## config.mk

```make
export PLATFORM = sky130hd
export DESIGN_NAME = multicycle_ctrl_flat
export DESIGN_NICKNAME = d
export VERILOG_FILES = /design/src/rtl/mips_pkg.sv /design/src/rtl/multicycle_ctrl_if.sv /design/src/rtl/instr_class_decode.sv /design/src/rtl/multicycle_ctrl.sv /design/src/flat_wrapper.sv
export SDC_FILE = /design/constraint.sdc
export NUM_CORES = 1
export LEC_CHECK = 0
export CAP_MARGIN = 20
export CELL_PAD_IN_SITES_DETAIL_PLACEMENT = 0
export CELL_PAD_IN_SITES_GLOBAL_PLACEMENT = 1
export CORE_ASPECT_RATIO = 0.8
export CORE_MARGIN = 4
export CORE_UTILIZATION = 39
export CTS_CLUSTER_DIAMETER = 50
export CTS_CLUSTER_SIZE = 10
export DETAILED_ROUTE_END_ITERATION = 6
export PLACE_DENSITY_LB_ADDON = 0.1
export SYNTH_ARGS = -nofsm -noshare
export SYNTH_HDL_FRONTEND = slang
export SYNTH_HIERARCHICAL = 1
export SYNTH_SLANG_ARGS = --single-unit
```

## constraint.sdc

```tcl
create_clock -name clk -period 2.35 [get_ports clk]
set_input_delay 0.47 -clock clk [delete_from_list [all_inputs] [get_ports clk]]
set_output_delay 0.47 -clock clk [all_outputs]
set_load 0.02 [all_outputs]
```

## src/rtl/mips_pkg.sv

```systemverilog
// Opcode/func codes, PC select codes and the enums shared by the
// multi-cycle MIPS controller and its decoder.
package mips_pkg;

    localparam logic [5:0] OP_RTYPE   = 6'b000000;
    localparam logic [5:0] OP_LW      = 6'b100011;
    localparam logic [5:0] OP_SW      = 6'b101011;
    localparam logic [5:0] OP_BEQ     = 6'b000100;
    localparam logic [5:0] OP_ADDI    = 6'b001000;
    localparam logic [5:0] OP_J       = 6'b000010;
    localparam logic [5:0] OP_JAL     = 6'b000011;

    localparam logic [5:0] FN_ADD     = 6'b100000;
    localparam logic [5:0] FN_SUB     = 6'b100010;
    localparam logic [5:0] FN_AND     = 6'b100100;
    localparam logic [5:0] FN_OR      = 6'b100101;
    localparam logic [5:0] FN_SLT     = 6'b101010;
    localparam logic [5:0] FN_SYSCALL = 6'b001100;

    localparam logic [1:0] PC_SEQ     = 2'd0;
    localparam logic [1:0] PC_BRANCH  = 2'd1;
    localparam logic [1:0] PC_JUMP    = 2'd2;

    typedef enum logic [2:0] {FETCH, DECODE, EXEC, MEM, WB, HALT, ERR} state_t;

    typedef enum logic [3:0] {
        C_RTYPE, C_ADDI, C_LW, C_SW, C_BEQ, C_J, C_JAL, C_SYSCALL, C_ILLEGAL
    } iclass_t;

endpackage

```

## src/rtl/multicycle_ctrl_if.sv

```systemverilog
// Handshake with the shared single-port memory: request, write qualifier,
// address select and the completion strobe coming back.
interface multicycle_ctrl_if;
    logic mem_req;
    logic mem_we;
    logic iord;
    logic mem_ready;

    modport master (output mem_req, output mem_we, output iord, input mem_ready);
    modport slave  (input mem_req, input mem_we, input iord, output mem_ready);
endinterface

```

## src/rtl/instr_class_decode.sv

```systemverilog
// Combinational opcode/func classifier; anything not listed is illegal.
module instr_class_decode
    import mips_pkg::*;
(
    input  logic [5:0] opcode,
    input  logic [5:0] func,
    output iclass_t    iclass
);

    // Two-level lookup: func only matters for the R-type opcode.
    always_comb begin
        iclass = C_ILLEGAL;
        case (opcode)
            OP_RTYPE: begin
                case (func)
                    FN_ADD, FN_SUB, FN_AND, FN_OR, FN_SLT: iclass = C_RTYPE;
                    FN_SYSCALL:                            iclass = C_SYSCALL;
                    default:                               iclass = C_ILLEGAL;
                endcase
            end
            OP_ADDI: iclass = C_ADDI;
            OP_LW:   iclass = C_LW;
            OP_SW:   iclass = C_SW;
            OP_BEQ:  iclass = C_BEQ;
            OP_J:    iclass = C_J;
            OP_JAL:  iclass = C_JAL;
            default: iclass = C_ILLEGAL;
        endcase
    end

endmodule

```

## src/rtl/multicycle_ctrl.sv

```systemverilog
// Multi-cycle MIPS sequencer: FETCH/DECODE/EXEC/MEM/WB with memory wait
// states, SYSCALL halt and illegal-instruction / memory-timeout error.
// Selects and mem_req are registered from the next state; the strobes that
// depend on mem_ready or zero in the same cycle (ir_we, pc_we, instr_done)
// are decoded from the registered state and qualified by those inputs.
module multicycle_ctrl
    import mips_pkg::*;
#(
    parameter int MEM_WAIT_MAX = 15
) (
    input  logic              clk,
    input  logic              rst_b,
    input  logic [5:0]        opcode,
    input  logic [5:0]        func,
    input  logic              zero,
    multicycle_ctrl_if.master mem,
    output logic              ir_we,
    output logic              pc_we,
    output logic [1:0]        pc_src,
    output logic              reg_we,
    output logic              alu_src,
    output logic              reg_dest,
    output logic              mem_or_reg,
    output logic              link,
    output logic              branch,
    output logic              instr_done,
    output logic              halted,
    output logic              err
);

    // Timeout fires on the waiting cycle that brings the count to MEM_WAIT_MAX.
    localparam logic [7:0] WAIT_LAST = 8'(MEM_WAIT_MAX - 1);

    state_t     state, nxt;
    iclass_t    cls, dec_cls, cls_nxt;
    logic [7:0] wait_cnt;
    logic       req_q, we_q, iord_q;
    logic       accept, tmo, nxt_in_ex;

    instr_class_decode u_dec (
        .opcode (opcode),
        .func   (func),
        .iclass (dec_cls)
    );

    // mem_ready only counts while a request is actually outstanding.
    assign accept    = req_q && mem.mem_ready;
    assign tmo       = req_q && !mem.mem_ready && (wait_cnt == WAIT_LAST);
    assign cls_nxt   = (state == DECODE) ? dec_cls : cls;
    assign nxt_in_ex = (nxt == EXEC) || (nxt == MEM) || (nxt == WB);

    assign mem.mem_req = req_q;
    assign mem.mem_we  = we_q;
    assign mem.iord    = iord_q;

    assign ir_we      = (state == FETCH) && accept;
    assign pc_we      = ir_we ||
                        ((state == EXEC) &&
                         ((cls == C_J) || (cls == C_JAL) || ((cls == C_BEQ) && zero)));
    assign instr_done = ((state == EXEC) && ((cls == C_BEQ) || (cls == C_J))) ||
                        ((state == MEM) && accept && (cls == C_SW)) ||
                        (state == WB);

    // Next-state selection; HALT and ERR hold until reset.
    always_comb begin
        nxt = state;
        case (state)
            FETCH: begin
                if (tmo)         nxt = ERR;
                else if (accept) nxt = DECODE;
            end
            DECODE: begin
                case (dec_cls)
                    C_SYSCALL: nxt = HALT;
                    C_ILLEGAL: nxt = ERR;
                    default:   nxt = EXEC;
                endcase
            end
            EXEC: begin
                case (cls)
                    C_BEQ, C_J: nxt = FETCH;
                    C_LW, C_SW: nxt = MEM;
                    default:    nxt = WB;
                endcase
            end
            MEM: begin
                if (tmo)         nxt = ERR;
                else if (accept) nxt = (cls == C_SW) ? FETCH : WB;
            end
            WB:      nxt = FETCH;
            default: nxt = state;
        endcase
    end

    // State, class, wait counter and all registered outputs.
    always_ff @(posedge clk or negedge rst_b) begin
        if (!rst_b) begin
            state      <= FETCH;
            cls        <= C_ILLEGAL;
            wait_cnt   <= '0;
            req_q      <= 1'b0;
            we_q       <= 1'b0;
            iord_q     <= 1'b0;
            pc_src     <= PC_SEQ;
            reg_we     <= 1'b0;
            alu_src    <= 1'b0;
            reg_dest   <= 1'b0;
            mem_or_reg <= 1'b0;
            link       <= 1'b0;
            branch     <= 1'b0;
            halted     <= 1'b0;
            err        <= 1'b0;
        end else begin
            state    <= nxt;
            cls      <= cls_nxt;
            wait_cnt <= (req_q && !mem.mem_ready && (nxt == state)) ? wait_cnt + 8'd1 : '0;
            // Drop the request for one cycle after every completion, so a
            // fetch that follows a store starts with a fresh request.
            req_q    <= ((nxt == FETCH) || (nxt == MEM)) && !accept;
            iord_q   <= (nxt == MEM);
            we_q     <= (nxt == MEM) && (cls_nxt == C_SW);
            branch   <= (nxt == EXEC) && (cls_nxt == C_BEQ);
            if ((nxt == EXEC) && (cls_nxt == C_BEQ))
                pc_src <= PC_BRANCH;
            else if ((nxt == EXEC) && ((cls_nxt == C_J) || (cls_nxt == C_JAL)))
                pc_src <= PC_JUMP;
            else
                pc_src <= PC_SEQ;
            reg_we     <= (nxt == WB);
            mem_or_reg <= (nxt == WB) && (cls_nxt == C_LW);
            link       <= (nxt == WB) && (cls_nxt == C_JAL);
            alu_src    <= nxt_in_ex &&
                          ((cls_nxt == C_ADDI) || (cls_nxt == C_LW) || (cls_nxt == C_SW));
            reg_dest   <= nxt_in_ex && (cls_nxt == C_RTYPE);
            halted     <= (nxt == HALT);
            err        <= (nxt == ERR);
        end
    end

endmodule

```

## src/flat_wrapper.sv

```systemverilog
// flat-port wrapper written by rule: the top's interface ports become plain ports
module multicycle_ctrl_flat import mips_pkg::*;
#(
    parameter int MEM_WAIT_MAX = 15
)
  (clk, rst_b, opcode, func, zero, ir_we, pc_we, pc_src, reg_we, alu_src, reg_dest, mem_or_reg, link, branch, instr_done, halted, err, mem_mem_req, mem_mem_we, mem_iord, mem_mem_ready);
  multicycle_ctrl_if mem_i ();
  input  logic clk;
  input  logic rst_b;
  input  logic [5:0] opcode;
  input  logic [5:0] func;
  input  logic zero;
  output logic ir_we;
  output logic pc_we;
  output logic [1:0] pc_src;
  output logic reg_we;
  output logic alu_src;
  output logic reg_dest;
  output logic mem_or_reg;
  output logic link;
  output logic branch;
  output logic instr_done;
  output logic halted;
  output logic err;
  output wire logic [$bits(mem_i.mem_req)-1:0] mem_mem_req;
  output wire logic [$bits(mem_i.mem_we)-1:0] mem_mem_we;
  output wire logic [$bits(mem_i.iord)-1:0] mem_iord;
  input wire logic [$bits(mem_i.mem_ready)-1:0] mem_mem_ready;
  assign mem_mem_req = mem_i.mem_req;
  assign mem_mem_we = mem_i.mem_we;
  assign mem_iord = mem_i.iord;
  assign mem_i.mem_ready = mem_mem_ready;
  multicycle_ctrl #(.MEM_WAIT_MAX(MEM_WAIT_MAX)) u_core (.clk(clk), .rst_b(rst_b), .opcode(opcode), .func(func), .zero(zero), .mem(mem_i), .ir_we(ir_we), .pc_we(pc_we), .pc_src(pc_src), .reg_we(reg_we), .alu_src(alu_src), .reg_dest(reg_dest), .mem_or_reg(mem_or_reg), .link(link), .branch(branch), .instr_done(instr_done), .halted(halted), .err(err));
endmodule
```

# Word-level counts from Yosys, hierarchy flattened

Cells that the tools add are included.

$add $sub $neg: 1
Eq/ne operators: 36
Muxes and demuxes: 14
Reductions and logical operators: 39

Operators with widths:

| kind                | number |
|---|---|
| $eq 6x6->1 const B  | 7 |
| $eq 4x3->1 const B  | 7 |
| $pmux 4 s7          | 1 |
| $logic_and 1x1->1   | 18 |
| $eq 4x2->1 const B  | 4 |
| $mux 3              | 5 |
| $pmux 3 s5          | 1 |
| $eq 3x2->1 const B  | 4 |
| $eq 3x3->1 const B  | 4 |
| $eq 6x2->1 const B  | 2 |
| $eq 6x4->1 const B  | 2 |
| $logic_or 1x1->1    | 12 |
| $pmux 3 s2          | 2 |
| $add 8x1->8 const B | 1 |
| $eq 8x4->1 const B  | 1 |
| $mux 8              | 1 |
| $pmux 4 s2          | 1 |
| $eq 6x3->1 const B  | 1 |
| $logic_not 3->1     | 2 |
| $logic_not 6->1     | 1 |
| $reduce_or 5->1     | 1 |
| $eq 4x1->1 const B  | 1 |
| $eq 4x4->1 const B  | 1 |
| $logic_not 4->1     | 1 |
| 6 further kinds     | 9 |

Register bits after elaboration: 28
Input port bits: 16
Output and inout bits: 16

# Logic depth before layout (Yosys ltp)

Gate-level depths: netlist (run 1).

Word-level depth: 11
Gate-level depth with buffers: 12
Gate-level depth less buffers: 11

# By module

Netlist (run 1), hierarchy kept.

By module, submodules not included:

| module             | times used | cells each | area each (um2) | sequential area each (um2) |
|---|---|---|---|---|
| multicycle_ctrl    | 1          | 136        | 1,393.8         | 676.9 |
| instr_class_decode | 1          | 34         | 260.2           | 0.0 |

# Worst setup path after synthesis (run 1)

OpenSTA, ideal clock, no wires.

Kind: input-to-reg
Start point: input func[5]
End point: register u_core.alu_src
Arrival: 2.230 ns
Required time: 2.256 ns
Setup slack: 0.026 ns
Stages on the path: 11
Path buffers: 0
Cells stage by stage: nand4bb_4 -> nor3_4 -> o21ai_2 -> a211oi_2 -> nand4b_1 -> o31a_1 -> o31ai_1 -> a211oi_2 -> inv_2 -> nand3b_4 -> a221oi_2

Cells in the longest elaborated chain, start to end: 11

Ends and longest elaborated chain:

| element                                         | line                     | text |
|---|---|---|
| from (decl)                                     | flat_wrapper.sv:11       | `input logic [5:0] func;` |
| $eq 6x6->1                                      | instr_class_decode.sv:15 | `case (func)` |
| $reduce_or 5->1                                 | instr_class_decode.sv:15 |  |
| $pmux 4 s2 *                                    | instr_class_decode.sv:15 |  |
| $pmux 4 s7 *                                    | instr_class_decode.sv:13 | `case (opcode)` |
| via u_core.dec_cls[0]                           | multicycle_ctrl.sv:35    | `iclass_t cls, dec_cls, cls_nxt;` |
| $eq 4x4->1 / $eq 4x3->1 (equally long branches) | multicycle_ctrl.sv:73    | `case (dec_cls)` |
| $pmux 3 s2 *                                    | multicycle_ctrl.sv:73    |  |
| $pmux 3 s5 *                                    | multicycle_ctrl.sv:67    | `case (state)` |
| via u_core.nxt[2]                               | multicycle_ctrl.sv:34    | `state_t state, nxt;` |
| $eq 3x2->1                                      | multicycle_ctrl.sv:50    | `assign nxt_in_ex = (nxt == EXEC) \|\| (nxt == MEM) \|\| (nxt == WB);` |
| $logic_or 1x1->1                                | multicycle_ctrl.sv:50    |  |
| $logic_or 1x1->1 *                              | multicycle_ctrl.sv:50    |  |
| $logic_and 1x1->1 *                             | multicycle_ctrl.sv:132   | `alu_src <= nxt_in_ex &&` |
| to (signal assigned)                            | multicycle_ctrl.sv:132   |  |
| to (decl)                                       | multicycle_ctrl.sv:21    | `output logic alu_src,` |

The timed path passes the listed nets; every way through them passes the cells marked *.

# Final worst setup path (run 1)

Start point: input func[5]
End point: register u_core.err

Cells in the longest elaborated chain, start to end: 8

Ends and longest elaborated chain:

| element                                         | line                     | text |
|---|---|---|
| $eq 6x6->1                                      | instr_class_decode.sv:15 |  |
| $reduce_or 5->1                                 | instr_class_decode.sv:15 |  |
| $pmux 4 s2 *                                    | instr_class_decode.sv:15 |  |
| $pmux 4 s7 *                                    | instr_class_decode.sv:13 |  |
| via u_core.dec_cls[0]                           | multicycle_ctrl.sv:35    |  |
| $eq 4x4->1 / $eq 4x3->1 (equally long branches) | multicycle_ctrl.sv:73    |  |
| $pmux 3 s2 *                                    | multicycle_ctrl.sv:73    |  |
| $pmux 3 s5 *                                    | multicycle_ctrl.sv:67    |  |
| $eq 3x3->1 *                                    | multicycle_ctrl.sv:136   | `err <= (nxt == ERR);` |
| to (signal assigned)                            | multicycle_ctrl.sv:136   |  |
| to (decl)                                       | multicycle_ctrl.sv:28    | `output logic err` |

Marked as above.

==> impl_metrics.ini, run 1 <==
[logic_synthesis]
synth.top_cell.area_share = 0.393
synth_area_sq_mm = 0.00165
yosys-top-cells-count = dfrtp_1, nand2_1, nor2_1
synth_cell_types = 53
synth-seq-cells = 27
seq_area_frac_synth = 0.409
ys_async_sr_fraction = 1.00
syn-num-nets = 188
synth-edff-count = 0
synth_flop_cell = dfrtp_1
yosys.area.top_type = dfrtp_1
post-synth-top-count-cell = dfrtp_1
synth_warnings = 6
syn-instance-count = 170
synth_area_leaders = dfrtp_1, nand2_1, nor2_1
avgSynthCellArea_sq_um = 9.73

[drt]
routed_wl_mm = 4.42
drt-wirelength-per-cell_um = 14.4
ant_nets = 0
detail_route.iter0.violations = 59
num_vias = 1554
vias_per_cell = 5.08
drc = 0
firstDrtPassIters = 4

[clocking]
cts_tree = done
clk_pin_slew_ns = 0.09
htreeDepth = 1
clock_path_buffers = 2
numCtsBuffers = 3
clock_latency_ns = 0.27
clock-sinks = 27
clockRootBuffer = clkbuf_8

[finish]
largest_register_ffs = 8
diodes = 0
nets = 270
synthToLayoutAreaGrowth_pct = 53.0
regMostFlops = u_core/wait_cnt
final_area_sq_mm = 0.00253
fin_cells = 306
drive_gt1_frac = 0.434
fillers = 352
largestRegisters = u_core/wait_cnt x8, u_core/cls x4, u_core/state x3

[timing]
clock_skew_ns = 0.00741
period_needed_ns = 2.38
setup_tns_ns = -0.119
slew_headroom = 0.700
setup_viol = 6
fin_hold_ws_ns = 0.531
setup_slack_ns = -0.0331
min_period_over_period = 1.01
tightest_slew_ns = 0.447
finalMaxSlewViolations = 0
rsz0062_at_grt = yes
hold_viol_final = 0
fmax_mhz = 420

[worst_setup_path]
arrival_ns = 2.54
r2r_start = u_core/state[2]
ff2ff_path_depth = 8
worst_setup_path_end_kind = flop
r2r_end = u_core/alu_src
reg2reg_slack_ns = 0.17
start_kind = input port
crit_type = in -> reg
crit_fanout = 6
critical_path.startpoint = func[5]
required_ns = 2.51

[placement]
dpl-instance-area_sq_mm = 0.00227
dp_slack_ns = -0.693
gp_congestion = 0.881
dpl.hpwl_mm = 3.21
portBuffers = 31
place_inst = 289

[die]
row_count = 20
dieHeight_um = 66.3
initial_utilization = 0.421
core_sq_mm = 0.00393
die_area_sq_mm = 0.00535
io_pins = 32
die_w_um = 80.8

[outcome]
status = finished, violations left
violations = setup timing

[global_routing]
grt_max_degree = 28
grt_use_total = 0.174
grt_pass1_vias = 1605
antenna_found_initial = 0
grt-ovfl-total = 0
grt_pass1_wl_mm = 7.41

[power_and_ir_drop]
power_density_mw_per_mm2 = 322
ir_worst_vdd_mv = 0.414
p_leak_nw = 1.10

[hold_path]
worstHoldStart = u_core/wait_cnt[0]
min_to = u_core/wait_cnt[0]
holdPathStages = 1
hold_class = reg -> reg

[job]
maxCapViolations = 0
==> power breakdown <==
part	total (mW)	internal [mW]	switching, mW
clock network	0.253	0.121	0.131
logic	0.0980	0.0521	0.0459
registers	0.464	0.464	0
==> metrics by stage <==
step	power [mW]	util
2_1_floorplan	0.501	-
3_3_place_gp	0.567	0.577
3_5_place_dp	0.569	0.577
4_1_cts	0.820	0.621
5_1_grt	0.848	0.644
6_report	0.815	0.644
==> routing by layer <==
layer	track usage	share of wire	vias to the layer above
met3	0.0300	0.042	6
met2	0.290	0.49	29
met4	0.0527	0.018	0
met1	0.230	0.45	750
met5	0	0	-
li1	-	-	769
==> area by class of cell <==
| type | count | area [sq um] | area share |
|---|---|---|---|
| Multi-Input combinational cell | 126 | 1030 | 0.408 |
| Sequential cell | 27 | 677 | 0.268 |
| Timing Repair Buffer | 81 | 656 | 0.259 |
| Tap cell | 55 | 68.8 | 0.0272 |
| Inverter | 13 | 51.3 | 0.0203 |
| Clock buffer | 4 | 45.0 | 0.0178 |
==> critical path: stages <==
cell	delay, ns
buf_6	0.09
nand4bb_4	0.23
nor3_4	0.26
o21ai_2	0.08
a211oi_2	0.23
nand4b_1	0.18
buf_4	0.18
nor3_4	0.15
a31oi_2	0.06
a32o_2	0.33
buf_6	0.14
and3_4	0.13
==> worst max-delay path by stage <==
stage / endpoint
floorplan: u_core/alu_src
global placement: u_core/alu_src
detailed placement: u_core/alu_src
CTS: u_core/reg_dest
global route: u_core/alu_src
finish: u_core/err
==> repair_timing <==
action	in CTS	in global routing
pin swaps	14	16
gates resized for setup	61	19
hold buffers	0	0
endpoints found under the setup margin	26	23
setup buffers	16	3
==> placed cells by master (no fill, tap or decap), drive strengths merged, types with 2 or more instances in the layout <==
cell / count
buf: 57
dfrtp: 26
clkdlybuf4s50: 16
nand2: 16
nor2: 16
inv: 13
nor3: 10
o21ai: 9
nand3: 6
a21oi: 6
mux2i: 5
xor2: 5
clkbuf: 5
nand2b: 5
clkdlybuf4s15: 4
nor3b: 4
dlygate4sd2: 3
nand4: 3
xnor2: 3
nand3b: 3
a211oi: 3
o31ai: 3
o211ai: 2
a221oi: 2
ha: 2
or2: 2
nor4b: 2
a31oi: 2
or3: 2
==> kinds of logic after synthesis <==
kind of cell / share of synthesized area
DFF: 0.409
buffers and inverters: 0.0552
xor gates and xnor gates: 0.0424
AOI/OAI and AO/OA: 0.165
muxes: 0.0303
adders and majority gates: 0.0151
and+or+nand+nor: 0.283
Note: power is estimated with default switching activity, not from simulation.
==> inputs of run 2 (changes only) <==
--- a/config.mk
+++ b/config.mk
@@ -9,7 +9,7 @@
 export CELL_PAD_IN_SITES_DETAIL_PLACEMENT = 0
 export CELL_PAD_IN_SITES_GLOBAL_PLACEMENT = 1
 export CORE_ASPECT_RATIO = 0.8
-export CORE_MARGIN = 4
+export CORE_MARGIN = 3
 export CORE_UTILIZATION = 39
 export CTS_CLUSTER_DIAMETER = 50
 export CTS_CLUSTER_SIZE = 10
==> constraint.sdc (replaced) <==
create_clock -name clk -period 2.35 [get_ports clk]
set_input_delay 0.235 -clock clk [delete_from_list [all_inputs] [get_ports clk]]
set_output_delay 0.235 -clock clk [all_outputs]
set_load 0.02 [all_outputs]
==> run 2 against run 1 <==
The flow now finishes without violations. Combinational power down 8.4%. First-iteration DRC count increased by 59%. Clock skew barely moved. Register-to-register slack gained 0.07 ns. Cell area down 7.0%. Worst setup slack gained 0.12 ns. Via count shrank 2.1%. Die area fell by 5.4%. Fmax up 5.5%. Count of clock-buffer cells in the layout down 1. Sequential power barely moved. Sequential share of layout area is 2.0 points higher. Critical path type unchanged. Largest power group unchanged.
==> impl_metrics.ini, run 2 (same netlist as run 1, synthesis figures left out) <==
[timing]
setup_tns_ns = 0
fmax_mhz = 443
setup_viol = 0
fin_hold_ws_ns = 0.317
finalMaxSlewViolations = 0
period_needed_ns = 2.26
slew_headroom = 0.771
tightest_slew_ns = 0.344
min_period_over_period = 0.961
clock_skew_ns = 0.00748
hold_viol_final = 0
rsz0062_at_grt = yes

[worst_setup_path]
r2r_start = u_core/state[1]
crit_fanout = 5
critPathCapture = u_core/alu_src
required_ns = 2.53
r2r_end = u_core/alu_src
arrival_ns = 2.43
worst_setup_path_end_kind = flop
ff2ff_path_depth = 8
start_kind = input port
crit_type = in -> reg
critical_path.startpoint = opcode[5]
reg2reg_slack_ns = 0.24

[drt]
drc = 0
vias_per_cell = 5.23
routed_wl_mm = 4.13
ant_nets = 0
drt-wirelength-per-cell_um = 14.2
num_vias = 1521
detail_route.iter0.violations = 94
firstDrtPassIters = 4

[global_routing]
grt_pass1_vias = 1484
grt_util_met1 = 0.237
antenna_found_initial = 0
grt_use_total = 0.175
grt.busiest_layer = met2
grt_pass1_wl_mm = 7.02
grt-ovfl-total = 0
use_met3 = 0.0310
grtUsageMet2 = 0.289
grt_max_degree = 28

[finish]
final_cell_mix = buf_4, dfrtp_1, clkdlybuf4s50_1, nand2_1, nor2_1
final_common_cell = buf_4
regMostFlops = u_core/wait_cnt
diodes = 0
drive_gt1_frac = 0.292
largestRegisters = u_core/wait_cnt x8, u_core/cls x4, u_core/state x3
nets = 255
final_area_sq_mm = 0.00235
largest_register_ffs = 8
fin_cells = 291
synthToLayoutAreaGrowth_pct = 42.2

[clocking]
clock_latency_ns = 0.27
cts_tree = done
clockRootBuffer = clkbuf_8
clock-sinks = 27
clock_path_buffers = 2
clk_pin_slew_ns = 0.09
numCtsBuffers = 3
htreeDepth = 1

[outcome]
status = completed

[die]
die_w_um = 78.8
die_area_sq_mm = 0.00506
initial_utilization = 0.421
core_sq_mm = 0.00393
io_pins = 32
row_count = 20
dieHeight_um = 64.3

[placement]
place_inst = 280
portBuffers = 31
dpl.hpwl_mm = 3.15
dpl-instance-area_sq_mm = 0.00220
gp_congestion = 0.804

[power_and_ir_drop]
p_total_mw = 0.810
ir_worst_vdd_mv = 0.316
p_leak_nw = 1.07
power_density_mw_per_mm2 = 344

[job]
maxCapViolations = 0

[hold_path]
hold_class = in -> async
==> run 2: timing repair <==
action | CTS | global route
hold buffers | 0 | 0
endpoints found under the setup margin | 18 | 20
hold endpoints to repair | 0 | 0
buffers inserted | 1 | 6
pin swaps | 9 | 5
resized for setup | 18 | 10
==> run 2: power breakdown <==
group	internal [mW]	leakage, nW	switching, mW
registers	0.464	0.358	0
logic	0.0466	0.687	0.0432
clock network	0.119	0.0255	0.137
total	0.629	1.07	0.181
==> run 2: cell type report <==
cell class | count | area (sq um)
inverter | 13 | 51.3
sequential | 27 | 677
clock buffer | 3 | 41.3
clock inverter | 1 | 5.00
timing repair buffer | 66 | 572
multi-input combinational | 126 | 937
fill | 349 | 1580
tap | 55 | 68.8
==> run 2: how the worst min path moves through the flow <==
| stage | from | end | slack [ns] | depth (start not counted) |
|---|---|---|---|---|
| 2_1_floorplan | rst_b | u_core/alu_src | -0.06 | 0 |
| 3_3_place_gp | u_core/wait_cnt[0] | u_core/wait_cnt[0] | 0.49 | 1 |
| 3_5_place_dp | u_core/wait_cnt[0] | u_core/wait_cnt[0] | 0.50 | 1 |
| 4_1_cts | rst_b | u_core/wait_cnt[7] | 0.33 | 2 |
| 5_1_grt | rst_b | u_core/wait_cnt[7] | 0.35 | 2 |
| 6_report | rst_b | u_core/wait_cnt[7] | 0.32 | 2 |
==> run 2: worst max-delay path, stage by stage <==
cell and delay, ns:
dlygate4sd2_1 0.26, buf_4 0.15, nand2b_1 0.16, a32oi_2 0.23
nor3_2 0.08, buf_4 0.14, o31a_1 0.29, o31ai_2 0.25
a211oi_2 0.06, buf_4 0.17, inv_4 0.06, nand3b_4 0.11
a221oi_2 0.25
==> run 2: layer usage <==
| layer | part of all wire | vias to the layer above |
|---|---|---|
| met4 | 0.016 | 0 |
| met5 | 0 | - |
| met3 | 0.047 | 7 |
| met2 | 0.47 | 37 |
| li1 | - | 743 |
| met1 | 0.47 | 734 |
==> run 2: per-stage QoR <==
stage | setup WS [ns] | util
final | 0.0918 | 0.599
after floorplan | 0.261 | -
after CTS | 0.00817 | 0.579
after global placement | -0.316 | 0.560
after detailed placement | -0.409 | 0.560
after global routing | -0.0354 | 0.599
